`config.mk`:
```
export PLATFORM = sky130hd
export DESIGN_NAME = gpr_wb_arbiter
export DESIGN_NICKNAME = d
export VERILOG_FILES = /design/src/rtl/gpr_wb_arbiter.sv
export SDC_FILE = /design/constraint.sdc
export NUM_CORES = 1
export LEC_CHECK = 0
export ABC_AREA = 1
export CAP_MARGIN = 40
export CORE_AREA = 2 2 115 117
export CTS_CLUSTER_DIAMETER = 30
export DETAILED_ROUTE_END_ITERATION = 7
export DIE_AREA = 0 0 117 119
export PLACE_DENSITY_LB_ADDON = 0.1
export RECOVER_POWER = 50
export SYNTH_ARGS = -nofsm -noshare
export SYNTH_HDL_FRONTEND = slang
export SYNTH_SLANG_ARGS = --single-unit
```
`constraint.sdc`:
```
create_clock -name clk -period 4.89 [get_ports clk]
set_input_delay 0.489 -clock clk [delete_from_list [all_inputs] [get_ports clk]]
set_output_delay 0.489 -clock clk [all_outputs]
set_load 0.02 [all_outputs]
```
`src/rtl/gpr_wb_arbiter.sv`:
```
// Writeback arbiter for the GPR file: EX has priority, losing LSU writes wait in
// an in-order buffer that squashes stale loads and flags read hazards to decode.
package gpr_wb_arbiter_pkg;
  localparam int unsigned AW = 5;
  localparam int unsigned DW = 32;

  typedef struct packed {
    logic [AW-1:0] addr;
    logic [DW-1:0] data;
  } wb_entry_t;
endpackage

module gpr_wb_arbiter
  import gpr_wb_arbiter_pkg::*;
#(
  parameter int unsigned DEPTH = 2
) (
  input  logic          clk,
  input  logic          rst,
  input  logic          ex_wb_valid,
  input  logic [AW-1:0] ex_wb_addr,
  input  logic [DW-1:0] ex_wb_data,
  input  logic          lsu_wb_valid,
  output logic          lsu_wb_ready,
  input  logic [AW-1:0] lsu_wb_addr,
  input  logic [DW-1:0] lsu_wb_data,
  output logic          wr_en,
  output logic [AW-1:0] wr_addr,
  output logic [DW-1:0] wr_data,
  input  logic [AW-1:0] chk_addr_a,
  input  logic [AW-1:0] chk_addr_b,
  input  logic [AW-1:0] chk_addr_c,
  output logic          hzd_a,
  output logic          hzd_b,
  output logic          hzd_c
);

  localparam int unsigned PTR_W = (DEPTH > 1) ? $clog2(DEPTH) : 1;
  localparam int unsigned CNT_W = $clog2(DEPTH + 1);

  logic [PTR_W-1:0] head_q, head_d, tail_q, tail_d;
  logic [CNT_W-1:0] count_q, count_d;
  logic [DEPTH-1:0] live_q, live_d;
  wb_entry_t        ent_q [DEPTH];
  wb_entry_t        ent_d [DEPTH];
  logic             wr_en_q, wr_en_d;
  wb_entry_t        wr_q, wr_d;

  logic lsu_acc, buf_empty, pop, byp, push;

  assign lsu_wb_ready = (count_q != CNT_W'(DEPTH));
  assign wr_en        = wr_en_q;
  assign wr_addr      = wr_q.addr;
  assign wr_data      = wr_q.data;

  // Arbitration, buffer update and EX-driven squash of older same-address loads
  always_comb begin
    head_d  = head_q;
    tail_d  = tail_q;
    count_d = count_q;
    live_d  = live_q;
    ent_d   = ent_q;
    wr_en_d = 1'b0;
    wr_d    = wr_q;

    lsu_acc   = lsu_wb_valid & lsu_wb_ready;
    buf_empty = (count_q == CNT_W'(0));
    pop       = !ex_wb_valid && !buf_empty;
    byp       = !ex_wb_valid && buf_empty && lsu_acc;
    push      = lsu_acc && !byp;

    if (ex_wb_valid) begin
      for (int i = 0; i < DEPTH; i++) begin
        if (ent_q[i].addr == ex_wb_addr) live_d[i] = 1'b0;
      end
    end

    if (pop) begin
      live_d[head_q] = 1'b0;
      head_d         = head_q + PTR_W'(1);
    end

    if (push) begin
      ent_d[tail_q]  = '{addr: lsu_wb_addr, data: lsu_wb_data};
      live_d[tail_q] = !(ex_wb_valid && (lsu_wb_addr == ex_wb_addr));
      tail_d         = tail_q + PTR_W'(1);
    end

    if (push && !pop)      count_d = count_q + CNT_W'(1);
    else if (pop && !push) count_d = count_q - CNT_W'(1);

    if (ex_wb_valid) begin
      wr_en_d = 1'b1;
      wr_d    = '{addr: ex_wb_addr, data: ex_wb_data};
    end else if (pop) begin
      // A squashed head drains as a bubble and leaves the address/data alone
      wr_en_d = live_q[head_q];
      if (live_q[head_q]) wr_d = ent_q[head_q];
    end else if (byp) begin
      wr_en_d = 1'b1;
      wr_d    = '{addr: lsu_wb_addr, data: lsu_wb_data};
    end
  end

  always_ff @(posedge clk or posedge rst) begin
    if (rst) begin
      head_q  <= '0;
      tail_q  <= '0;
      count_q <= '0;
      live_q  <= '0;
      wr_en_q <= 1'b0;
      wr_q    <= '0;
      for (int i = 0; i < DEPTH; i++) ent_q[i] <= '0;
    end else begin
      head_q  <= head_d;
      tail_q  <= tail_d;
      count_q <= count_d;
      live_q  <= live_d;
      wr_en_q <= wr_en_d;
      wr_q    <= wr_d;
      ent_q   <= ent_d;
    end
  end

  // Hazards look only at registered buffer state
  always_comb begin
    hzd_a = 1'b0;
    hzd_b = 1'b0;
    hzd_c = 1'b0;
    for (int i = 0; i < DEPTH; i++) begin
      hzd_a = hzd_a | (live_q[i] && (ent_q[i].addr == chk_addr_a));
      hzd_b = hzd_b | (live_q[i] && (ent_q[i].addr == chk_addr_b));
      hzd_c = hzd_c | (live_q[i] && (ent_q[i].addr == chk_addr_c));
    end
  end

endmodule
```
==> results_dict.tcl, run 1 <==
set metrics [dict create \
    critical-path-top-delay-family "buffers and inverters" \
    drive_above_1_share_pct 5.27 \
    multiInputGateArea_um2 2830 \
    diodes 0 \
    crit_path_top_delay_cell "clkdlybuf4s50_1" \
    rows 42 \
    vias_per_cell 5.09 \
    die_h_um 119 \
    place.gp.congestion 0.940 \
    overflow 0 \
    synth_edf_count 0 \
    synth_area_leader_cell "dfrtp_1" \
    synth_area_um2 6260 \
    final_area_um2 8490 \
    relSlewSlack_pct -41.0 \
    cts_tree "yes" \
    hpwlAfterDp_um 11700 \
    die_w_um 117 \
    end_kind "flip-flop" \
    die_area_um2 13900 \
    clock_latency_ps 420 \
    start_util_pct 48.7 \
    violations "capacitance limit, slew limit" \
    antenna_found_initial 0 \
    place_area_um2 7800 \
    ios 135 \
    final-hold-violation-count 0 \
    gr-usage-all-layers_pct 26.1 \
    ir_worst_vdd_mv 0.318 \
    drc_errors 0 \
    period_minus_slack_ps 2980 \
    grt_pass1_vias 5872 \
    seqCellArea_um2 2950 \
    async_flop_share_pct 100 \
    yosysMostFrequentCell "nand2_1" \
    cts.hold.buffers_added 0 \
    cts_buffers 17 \
    path_class "in2reg" \
    max_stage_delay_ps 830 \
    post_drt_wl_per_cell_um 14.4 \
    ys_seq_area_share_pct 47.1 \
    drt_iter0_drc 408 \
    syn_avg_cell_area_um2 7.02 \
    ant_nets 0 \
    synth_common_cells "nand2_1, dfrtp_1, o21ai_0, inv_1, nand3_1" \
    syn_inst 892 \
    cp.arrival_ps 3270 \
    synth_warnings 0 \
    leakage_nw 4.11 \
    routed_wl_um 17300 \
    fin_nets 1105 \
    h-tree-depth 4 \
    synth_seq_cells 118 \
    drv_slew 48 \
    grt_max_degree 48 \
    vias 6112 \
    power.density_nw_per_um2 647 \
    path_max_fanout 38 \
    maxCapViolCount 1 \
    clockRootBuffer "clkbuf_16" \
    fmax_mhz 336 \
    tightest_slew_ps 2100 \
    cpMostUsedCell "buf_4" \
    grt_pass1_wl_um 28500 \
    cts.sinks 118 \
    post-cts-setup-buffers 0 \
    coreArea_um2 12900 \
    cts_resized 0 \
    synthDistinctLibCells 23 \
    setup_viol_count_final 0 \
    rsz0062_at_grt "false" \
    first_pass_iters 5 \
    path_clk_slew_ps 50 \
    nFillCells 1166 \
    worst_ep_required_time_ps 5180 \
    cp_cell_sequence "clkdlybuf4s50_1 -> inv_2 -> nand2_2 -> nand2_1 -> buf_4 -> nor2_4 -> buf_4 -> o21ai_0" \
    final.period_utilization_pct 60.9 \
    io_buffers 134 \
    syn2layout_area_growth_pct 35.6 \
    status "finished with violations" \
    synth_area_leaders "dfrtp_1, nand2_1, o21ai_0" \
    tns_ps 0 \
    clk_path_buf_depth 2 \
    hold_path.class "reg2reg" \
    power.total_mw 5.50 \
    synth_fp_nets 986 \
    fin_skew_ps 3.36 \
    path_buf_inv 4 \
    cp-start-kind "input port" \
    post-synth-top-area-fraction_pct 47.1 \
    synthFlopType "dfrtp_1" \
]
-- where the power goes --
part	switching (mW)	internal, mW
registers	0.307	1.46
clock network	0.445	1.02
logic	1.40	0.877
total	2.15	3.35
-- state kept, by name (all words and copies together), names as in the netlist --
register	cells
wr_en	1
live_q	2
count_q	2
ent_q	74
wr_data	32
wr_addr	5
head_q	1
tail_q	1
-- layout make-up --
class                   instances  area share [%]
well taps                     176            2.59
repair buffers                144            17.7
clock inverters                14            2.99
flip-flops and latches        118            34.8
clock buffers                  18            5.17
multi-input cells             652            33.3
inverters                      78            3.46
-- kinds of logic after synthesis --
logic type      Yosys count  share of synthesized area, %
fa+ha+maj                 1                         0.200
simple gates            487                          30.2
buf+inv                 122                          8.13
xor+xnor                  6                         0.839
flops                   118                          47.1
compound gates          158                          13.5
-- layout by cell type (no fill, tap or decap), types with 13 or more instances in the layout --
cell type	netlist	final
o21ai_0	110	110
o21ai_1	14	13
inv_1	74	73
clkdlybuf4s50_1	0	112
dlygate4sd3_1	0	22
dfrtp_1	118	117
nand2_1	404	404
nand3_1	42	42
nor2_1	37	36
clkbuf_16	0	17
-- path summary, 6_finish.rpt --
path	cells after the start	startpoint	slack, ps	to
worst max register to register	7	count_q[1]	2480	ent_q[39]
max in group asynchronous	3	rst	2530	ent_q[32]
worst max-delay path	8	ex_wb_valid	1910	ent_q[39]
worst min-delay path	2	wr_data[31]	470	wr_data[31]
worst min register to register	2	wr_data[31]	470	wr_data[31]
min in group asynchronous	2	rst	1080	wr_data[11]
-- per-stage QoR --
step / worst slack [ps] / utilization (%) / hold slack [ps] / cells
floorplan: 1270 / - / 442 / 892
global placement: 1590 / 59.7 / 458 / 1163
detailed placement: 1480 / 60.6 / 464 / 1168
CTS: 1940 / 66.0 / 482 / 1200
global route: 1610 / 66.0 / 489 / 1200
finish: 1910 / 66.0 / 473 / 1200
-- routing by layer --
metal	GRT usage [%]	routed length [µm]	vias to the layer above
li1	-	-	3042
met4	7.35	307	0
met3	6.26	931	28
met5	0	0	-
met1	35.6	7760	2862
met2	41.4	8300	180
-- worst reg2reg max path, cell delays in order (launching register included) --
cell     delay (ps)
dfrtp_1         410
nor2_1          120
nand2_2         230
nand2_1          90
buf_4           250
nor2_4          580
buf_4           460
o21ai_0         140
Power figures use the tool's default switching activity.
==> run 2: changes to the inputs <==
Settings changed: CORE_AREA 2 2 115 117 to 2 2 120 122, DIE_AREA 0 0 117 119 to 0 0 122 124.
Clock period 4.89 ns to 2.6 ns, I/O delays scaled along.
==> results_dict.tcl, run 2 (synthesized netlist as in run 1, its figures left out) <==
set metrics [dict create \
    status "finished clean" \
    hold_path.class "in2async" \
    syn2layout_area_growth_pct 33.1 \
    drive_above_1_share_pct 4.94 \
    fin_nets 1113 \
    start_util_pct 45.7 \
    setup_ws_ps 257 \
    grt_pass1_vias 5622 \
    rows 43 \
    power.density_nw_per_um2 1170 \
    rr_worst_depth 8 \
    utilization_pct 60.8 \
    max_stage_delay_ps 600 \
    largest_register_ffs 74 \
    crit_path_top_delay_cell "clkdlybuf4s50_1" \
    path_clk_slew_ps 50 \
    post_drt_wl_per_cell_um 14.4 \
    h-tree-depth 4 \
    grtUsageMet1_pct 34.1 \
    place_area_um2 7830 \
    drv_slew 0 \
    path_max_fanout 6 \
    fin_skew_ps 6.68 \
    final_area_um2 8340 \
    busiest_layer "met2" \
    maxCapViolCount 0 \
    regMostFlops "ent_q" \
    pre_cts_ws_ps 279 \
    worst_ep_required_time_ps 2340 \
    grt_util_met3_pct 5.72 \
    r2r-start "count_q[1]" \
    drc_errors 0 \
    fmax_mhz 427 \
    drt_iter0_drc 466 \
    cpMostUsedCell "nand2_1" \
    antenna_found_initial 0 \
    nFillCells 1262 \
    cts_resized 0 \
    final_common_cell "nand2_1" \
    routed_wl_um 17500 \
    grt_max_degree 54 \
    path_class "reg2out" \
    grt_util_met2_pct 37.1 \
    tns_ps 0 \
    die_w_um 122 \
    final.period_utilization_pct 90.1 \
    clockRootBuffer "clkbuf_16" \
    grt_pass1_wl_um 28300 \
    hpwlAfterDp_um 11500 \
    setup_viol_count_final 0 \
    place.gp.congestion 0.888 \
    vias 6060 \
    final-hold-violation-count 0 \
    diodes 0 \
    period_minus_slack_ps 2340 \
    relSlewSlack_pct 9.52 \
    cts.hold.buffers_added 0 \
    clk_path_buf_depth 2 \
    cts_tree "yes" \
    reg2reg_slack_ps 630 \
    overflow 0 \
    tightest_slew_ps 1360 \
    ant_nets 0 \
    crit_path_start "ent_q[35]" \
    gr-usage-all-layers_pct 24.0 \
    clock_latency_ps 410 \
    vias_per_cell 5.00 \
    io_buffers 134 \
    r2r-end "count_q[1]" \
    cp-start-kind "flip-flop" \
    holdWs_ps 293 \
    ios 135 \
    leakage_nw 4.04 \
    first_pass_iters 7 \
    cp.arrival_ps 2080 \
    cp_cell_sequence "inv_1 -> nand2_1 -> a21oi_1 -> nand3_1 -> nand2_1 -> clkdlybuf4s50_1" \
    coreArea_um2 13700 \
    cts_buffers 17 \
    ir_worst_vdd_mv 0.537 \
    end_kind "output port" \
    die_h_um 124 \
    post-cts-setup-buffers 0 \
    cts.sinks 118 \
    rsz0062_at_grt "false" \
    layout_common_cells "nand2_1, dfrtp_1, clkdlybuf4s50_1, o21ai_0, inv_1" \
    die_area_um2 15100 \
]
## run 2: cell types whose count changed in the layout (fill, tap and decap cells not counted), sizes merged
| cell | change |
|---|---|
| buf | +5 |
| bufinv | -6 |
| clkbuf | +14 |
| clkdlybuf4s50 | +1 |
| clkinv | -4 |
| clkinvlp | -1 |
| dlygate4sd3 | -1 |
## run 2: metrics by stage
stage | power [mW] | cells
6_report | 9.72 | 1212
5_1_grt | 10.5 | 1212
4_1_cts | 9.85 | 1212
3_5_place_dp | 7.63 | 1180
3_3_place_gp | 7.57 | 1180
2_1_floorplan | 5.98 | 892
## run 2: critical path, delay by kind of cell, from the launching register on
kind | cells | cell delay [ps]
AOI/OAI and AO/OA | 1 | 150
and+or+nand+nor | 3 | 230
DFF | 1 | 470
buffers and inverters | 2 | 810
## run 2: how the worst max path moves through the flow
stage,slack (ps),endpoint
3_3_place_gp,340,live_q[0]
6_report,260,hzd_a
5_1_grt,130,hzd_a
2_1_floorplan,780,count_q[1]
3_5_place_dp,280,live_q[0]
4_1_cts,260,hzd_a
## run 2: layout make-up
class                   instances  area (µm²)  share of cell area, %
flip-flops and latches        118        2950                   35.4
multi-input cells             652        2830                   34.0
repair buffers                152        1490                   17.9
clock buffers                  29         500                   6.00
inverters                      78         294                   3.53
well taps                     180         225                   2.70
clock inverters                 3        42.5                  0.510
## run 2: routing by layer
layer / part of all wire [%] / vias to the layer above
li1: - / 3071
met1: 48 / 2810
met2: 46 / 170
met3: 5.6 / 9
met4: 0.82 / 0
met5: 0 / -
## run 2: power by group
group / internal (mW) / total [mW] / switching, mW
clock: 1.39 / 2.18 / 0.792
combinational: 1.62 / 4.26 / 2.64
sequential: 2.73 / 3.28 / 0.543
